$ cat src/rtl/bsc_axiu_stridesplitter.sv
// AXI4 read splitter: cuts each AR burst into sub-bursts that never cross a STRIDE
// boundary, then merges the R responses back into one burst by masking inner RLASTs.
module bsc_axiu_stridesplitter #(
    parameter int          ADDR_WIDTH = 64,
    parameter int          ID_WIDTH   = 4,
    parameter int          DATA_WIDTH = 512,
    parameter logic [63:0] STRIDE     = 64'h2000,
    parameter int          FIFO_DEPTH = 16
) (
    input  logic                  clk,
    input  logic                  rst,
    // Upstream AR
    input  logic [ADDR_WIDTH-1:0] s_axi_araddr,
    input  logic [7:0]            s_axi_arlen,
    input  logic [2:0]            s_axi_arsize,
    input  logic [ID_WIDTH-1:0]   s_axi_arid,
    input  logic                  s_axi_arvalid,
    output logic                  s_axi_arready,
    // Downstream AR
    output logic [ADDR_WIDTH-1:0] m_axi_araddr,
    output logic [7:0]            m_axi_arlen,
    output logic [2:0]            m_axi_arsize,
    output logic [ID_WIDTH-1:0]   m_axi_arid,
    output logic                  m_axi_arvalid,
    input  logic                  m_axi_arready,
    // Downstream R
    input  logic [DATA_WIDTH-1:0] m_axi_rdata,
    input  logic [1:0]            m_axi_rresp,
    input  logic [ID_WIDTH-1:0]   m_axi_rid,
    input  logic                  m_axi_rlast,
    input  logic                  m_axi_rvalid,
    output logic                  m_axi_rready,
    // Upstream R
    output logic [DATA_WIDTH-1:0] s_axi_rdata,
    output logic [1:0]            s_axi_rresp,
    output logic [ID_WIDTH-1:0]   s_axi_rid,
    output logic                  s_axi_rlast,
    output logic                  s_axi_rvalid,
    input  logic                  s_axi_rready,
    // FSM state for checkers: 0 = IDLE, 1 = ISSUE
    output logic [0:0]            dbg_state_o
);
    // Handshakes: a transfer happens on any rising clk edge where valid && ready.
    localparam int SW  = $clog2(STRIDE);
    localparam int FAW = $clog2(FIFO_DEPTH);

    localparam logic [0:0] S_IDLE  = 1'b0;
    localparam logic [0:0] S_ISSUE = 1'b1;

    logic [0:0]            state_q, state_d;
    logic [ADDR_WIDTH-1:0] cur_addr_q, cur_addr_d;
    logic [8:0]            rem_q, rem_d;
    logic [2:0]            size_q, size_d;
    logic [ID_WIDTH-1:0]   id_q, id_d;

    logic [FIFO_DEPTH-1:0] flag_q, flag_d;
    logic [FAW-1:0]        wr_ptr_q, wr_ptr_d;
    logic [FAW-1:0]        rd_ptr_q, rd_ptr_d;
    logic [FAW:0]          cnt_q, cnt_d;

    logic                  fifo_full, fifo_empty, fifo_ok, ar_on;
    logic [SW-1:0]         off;
    logic [SW:0]           span, bnd, rem_ext;
    logic [8:0]            sub;
    logic [ADDR_WIDTH-1:0] step;
    logic                  is_final, in_hs, out_hs, pop;

    assign fifo_full  = (cnt_q == (FAW+1)'(FIFO_DEPTH));
    assign fifo_empty = (cnt_q == '0);
    assign fifo_ok    = !fifo_empty && !rst;
    assign ar_on      = (state_q == S_ISSUE) && !rst;

    // Beats left before the next STRIDE boundary, in units of the burst size.
    assign off     = cur_addr_q[SW-1:0];
    assign span    = STRIDE[SW:0] - {1'b0, off};
    assign bnd     = span >> size_q;
    assign rem_ext = {{(SW-8){1'b0}}, rem_q};
    assign sub     = (rem_ext <= bnd) ? rem_q : bnd[8:0];
    assign step    = {{(ADDR_WIDTH-9){1'b0}}, sub} << size_q;
    assign is_final = (rem_q == sub);

    assign s_axi_arready = (state_q == S_IDLE) && !rst;
    assign m_axi_arvalid = ar_on && !fifo_full;
    assign m_axi_araddr  = ar_on ? cur_addr_q : '0;
    assign m_axi_arlen   = ar_on ? 8'(sub - 9'd1) : 8'd0;
    assign m_axi_arsize  = ar_on ? size_q : 3'd0;
    assign m_axi_arid    = ar_on ? id_q : '0;

    assign in_hs  = s_axi_arvalid && s_axi_arready;
    assign out_hs = m_axi_arvalid && m_axi_arready;
    assign pop    = m_axi_rvalid && m_axi_rready && m_axi_rlast;

    assign s_axi_rdata  = m_axi_rdata;
    assign s_axi_rresp  = m_axi_rresp;
    assign s_axi_rid    = m_axi_rid;
    assign s_axi_rvalid = m_axi_rvalid && fifo_ok;
    assign m_axi_rready = s_axi_rready && fifo_ok;
    assign s_axi_rlast  = m_axi_rlast && fifo_ok && flag_q[rd_ptr_q];

    assign dbg_state_o = state_q;

    always_comb begin
        state_d    = state_q;
        cur_addr_d = cur_addr_q;
        rem_d      = rem_q;
        size_d     = size_q;
        id_d       = id_q;
        case (state_q)
            S_IDLE: begin
                if (in_hs) begin
                    cur_addr_d = s_axi_araddr;
                    rem_d      = {1'b0, s_axi_arlen} + 9'd1;
                    size_d     = s_axi_arsize;
                    id_d       = s_axi_arid;
                    state_d    = S_ISSUE;
                end
            end
            default: begin
                if (out_hs) begin
                    if (is_final) begin
                        state_d = S_IDLE;
                    end else begin
                        cur_addr_d = cur_addr_q + step;
                        rem_d      = rem_q - sub;
                    end
                end
            end
        endcase
    end

    // A pop in the same cycle never frees room for a push; fullness is registered.
    always_comb begin
        flag_d   = flag_q;
        wr_ptr_d = wr_ptr_q;
        rd_ptr_d = rd_ptr_q;
        cnt_d    = cnt_q;
        if (out_hs) begin
            flag_d[wr_ptr_q] = is_final;
            wr_ptr_d         = wr_ptr_q + 1'b1;
        end
        if (pop) begin
            rd_ptr_d = rd_ptr_q + 1'b1;
        end
        if (out_hs && !pop) begin
            cnt_d = cnt_q + 1'b1;
        end else if (!out_hs && pop) begin
            cnt_d = cnt_q - 1'b1;
        end
    end

    always_ff @(posedge clk) begin
        if (rst) begin
            state_q    <= S_IDLE;
            cur_addr_q <= '0;
            rem_q      <= '0;
            size_q     <= '0;
            id_q       <= '0;
            flag_q     <= '0;
            wr_ptr_q   <= '0;
            rd_ptr_q   <= '0;
            cnt_q      <= '0;
        end else begin
            state_q    <= state_d;
            cur_addr_q <= cur_addr_d;
            rem_q      <= rem_d;
            size_q     <= size_d;
            id_q       <= id_d;
            flag_q     <= flag_d;
            wr_ptr_q   <= wr_ptr_d;
            rd_ptr_q   <= rd_ptr_d;
            cnt_q      <= cnt_d;
        end
    end

endmodule

$ cat config.mk
export PLATFORM = sky130hd
export DESIGN_NAME = bsc_axiu_stridesplitter
export DESIGN_NICKNAME = d
export VERILOG_FILES = /design/src/rtl/bsc_axiu_stridesplitter.sv
export SDC_FILE = /design/constraint.sdc
export NUM_CORES = 1
export LEC_CHECK = 0
export ABC_AREA = 1
export BUFFER_PORTS_ARGS = -buffer_cell sky130_fd_sc_hd__buf_2
export CORE_AREA = 4 4 463 465
export CTS_CLUSTER_DIAMETER = 100
export CTS_CLUSTER_SIZE = 40
export DETAILED_ROUTE_END_ITERATION = 10
export DIE_AREA = 0 0 467 469
export PLACE_DENSITY = 0.3
export RECOVER_POWER = 25
export SLEW_MARGIN = 10
export SYNTH_ARGS = -nofsm -noshare
export SYNTH_HDL_FRONTEND = slang
export SYNTH_SLANG_ARGS = --single-unit
$ cat constraint.sdc
create_clock -name clk -period 7.18 [get_ports clk]
set_clock_uncertainty 0.15 [all_clocks]
set_input_delay 1.436 -clock clk [delete_from_list [all_inputs] [get_ports clk]]
set_output_delay 1.436 -clock clk [all_outputs]
set_load 0.05 [all_outputs]
==> impl_metrics.ini <==
[logic_synthesis]
ys_seq_area_share_pct = 15.5
ys_warn_count = 0
synth.largest_area_cell = buf_4
synth_nets = 3036
synth_cells = 2384
synth_edf_count = 0
synth_async_sr_flop_share_pct = 0
synth_cell_type_count = 49
ys_seq_elements = 110
synthFlopType = dfxtp_1
synth_top_area_share_pct = 27.3
netlist_area_sq_um = 14200
synthTopCellsByArea = buf_4 (27%), dfxtp_1 (15%), nand2_1 (14%)
avgSynthCellArea_sq_um = 5.97

[floorplan]
start_util_pct = 6.79
core_sq_um = 210000
dieHeight_microns = 469
rows = 168
die_area_sq_um = 219000
io_pins = 1207
die_w_microns = 467

[power_and_ir_drop]
seq_power_share_pct = 29.8
pwr-share-clk_pct = 25.7
peakVddDrop_mv = 0.130
combinationalPowerShare_pct = 44.5
power.switching_mw = 1.16
p_sw_share_pct = 47.2
leakage_nw = 6.08
power_density_nw_per_um2 = 164
power_mw = 2.46
p_int_mw = 1.30

[min_path]
min_to = rd_ptr_q[3]
hold_path_class = register to register
holdCritStartpoint = rd_ptr_q[3]
hold_depth = 1

[route]
first_iter_violations = 671
dr.pass1.iters = 5
num_vias = 13400
wl_per_cell_microns = 26.8
ant_nets = 0
drcViolationCount = 0
wirelength_mm = 129
via_per_inst = 2.78

[worst_setup_path]
rr_endpoint = cur_addr_q[41]
r2r_slack_ns = 0.75
critical_path_class = register to output port
start_kind = register
crit_fanout = 9
critPathMostFrequentCell = nand2_1
reg2reg_depth = 42
path_buf_inv = 3
crit_slowest_cell = a21oi_2
arrival_ns = 4.98
r2r-start = cur_addr_q[0]
required_ns = 5.59
slowest_delay_ns = 0.38
end_kind = output port
critical_path.top_delay_family = simple AND/OR/NAND/NOR gates

[cts]
cts_root_buf = clkbuf_16
cts.clk_slew.worst_paths_ns = 0.10
clkLatencyLatePin_ns = 0.43
cts_buffers = 9
tritoncts = yes
htreeDepth = 3
numClockSinks = 110
clk_path_buf_depth = 2

[cells_and_area]
drive_gt1_share_pct = 11.9
area_growth_syn_to_layout_pct = 5.09
layout_commonest_cell = nand2_1
nFillCells = 25100
layout.nets = 2651
layout_common_cells = nand2_1 (521), nor2_1 (352), nand3_1 (203)

[timing]
slew_violations = 38
tightest_slew_ns = 1.75
setup_violations = 0
max_freq_ghz = 0.152
rsz0062_at_grt = false
finalHoldViolations = 0
fin_tns_setup_ns = 0
period_minus_slack_ns = 6.57
fin_crit_sh_pct = 91.5
slew_headroom_pct = -17.4

[grt]
grt_start_max_net_pins = 72
antenna_found_initial = 22
grt_overflow = 0
first_global_vias = 13500
grt_usage_pct = 11.1
grt_pass1_wl_mm = 157

[job]
max_cap_violations = 1

[placement]
place_congestion = 0.836
io_buffers = 170
dp_hpwl_mm = 115

[status]
status = finished with violations
violations = capacitance limit, slew limit
cell usage after synthesis (2+ instances only):
| cell | instances |
|---|---|
| a21boi_0 | 2 |
| a21o_1 | 4 |
| a21oi_1 | 78 |
| a22oi_1 | 2 |
| a31oi_1 | 8 |
| and3_1 | 4 |
| buf_1 | 6 |
| buf_2 | 9 |
| buf_4 | 518 |
| buf_6 | 7 |
| clkbuf_1 | 51 |
| clkinv_1 | 5 |
| dfxtp_1 | 110 |
| fa_1 | 3 |
| ha_1 | 45 |
| inv_1 | 196 |
| inv_2 | 3 |
| mux2i_1 | 2 |
| nand2_1 | 524 |
| nand3_1 | 203 |
| nand3_2 | 2 |
| nand4_1 | 21 |
| nor2_1 | 356 |
| nor2_2 | 2 |
| nor3_1 | 40 |
| nor4_1 | 14 |
| o211ai_1 | 6 |
| o21ai_0 | 96 |
| o21bai_1 | 3 |
| o22ai_1 | 3 |
| o31ai_1 | 4 |
| or2_2 | 5 |
| xnor2_1 | 4 |
| xor2_1 | 33 |
power groups by stage:
stage                     logic (mW)  clock network, mW  registers [mW]
after CTS                       1.13              0.685           0.735
final                           1.10              0.631           0.733
after global placement          1.13                  0           0.749
after global routing            1.24              0.693           0.741
after detailed placement        1.13                  0           0.749
after floorplan                 1.52                  0           0.717
what timing repair did:
action,in CTS,in global routing
buffers inserted,0,0
resized for setup,1,13
endpoints found under the setup margin,1,17
hold buffers,0,0
sequential cells by signal, summed over array words and instances, names as in the netlist:
register     count
cnt_q            5
cur_addr_q      64
dbg_state_o      1
flag_q          16
id_q             4
rd_ptr_q         4
rem_q            9
size_q           3
wr_ptr_q         4
worst max path at each step:
stage | endpoint | from | depth (start not counted) | slack, ns
final | m_axi_arlen[4] | cur_addr_q[0] | 27 | 0.61
after detailed placement | cur_addr_q[53] | cur_addr_q[0] | 39 | 0.47
after floorplan | m_axi_arlen[2] | cur_addr_q[0] | 26 | 1.20
after global routing | cur_addr_q[41] | cur_addr_q[0] | 42 | 0.03
after global placement | cur_addr_q[53] | cur_addr_q[0] | 41 | 0.42
after CTS | m_axi_arlen[6] | cur_addr_q[0] | 27 | 0.14
cells by family (layout without fill, tap and decap cells):
family          after synthesis  in the layout  share of synthesized area [%]
buf+inv                     795            414                           35.1
mux                           3              3                          0.220
fa+ha+maj                    48             48                           4.38
flops                       110            110                           15.5
other cells                   0              2                              0
simple gates               1177           1177                           34.3
compound gates              214            214                           8.25
xor+xnor                     37             37                           2.28
layer usage:
| metal | routed length, microns | track usage [%] |
|---|---|---|
| met1 | 33200 | 8.22 |
| met2 | 61800 | 19.0 |
| met3 | 29000 | 11.5 |
| met4 | 5000 | 3.95 |
| met5 | 34 | 0 |
through the flow:
step | area, sq um | hold WS (ns) | utilization (%) | std cells | worst slack [ns]
2_1_floorplan | 14200 | 0.272 | - | 2384 | 1.20
3_3_place_gp | 14600 | 0.298 | 6.97 | 4793 | 0.424
3_5_place_dp | 14600 | 0.296 | 6.97 | 4793 | 0.467
4_1_cts | 14900 | 0.308 | 7.13 | 4808 | 0.137
5_1_grt | 15000 | 0.332 | 7.14 | 4808 | 0.0286
6_report | 15000 | 0.315 | 7.14 | 4810 | 0.610
layout make-up:
type	instances	area (sq um)	area share, %
multi-input combinational	1479	7070	47.2
antenna	2	5.00	0.0335
sequential	110	2200	14.7
clock buffer	9	225	1.51
tap	2805	3510	23.5
inverter	204	769	5.14
clock inverter	6	105	0.703
timing repair buffer	195	1070	7.18
No activity file was read; power rests on OpenSTA's default activity.
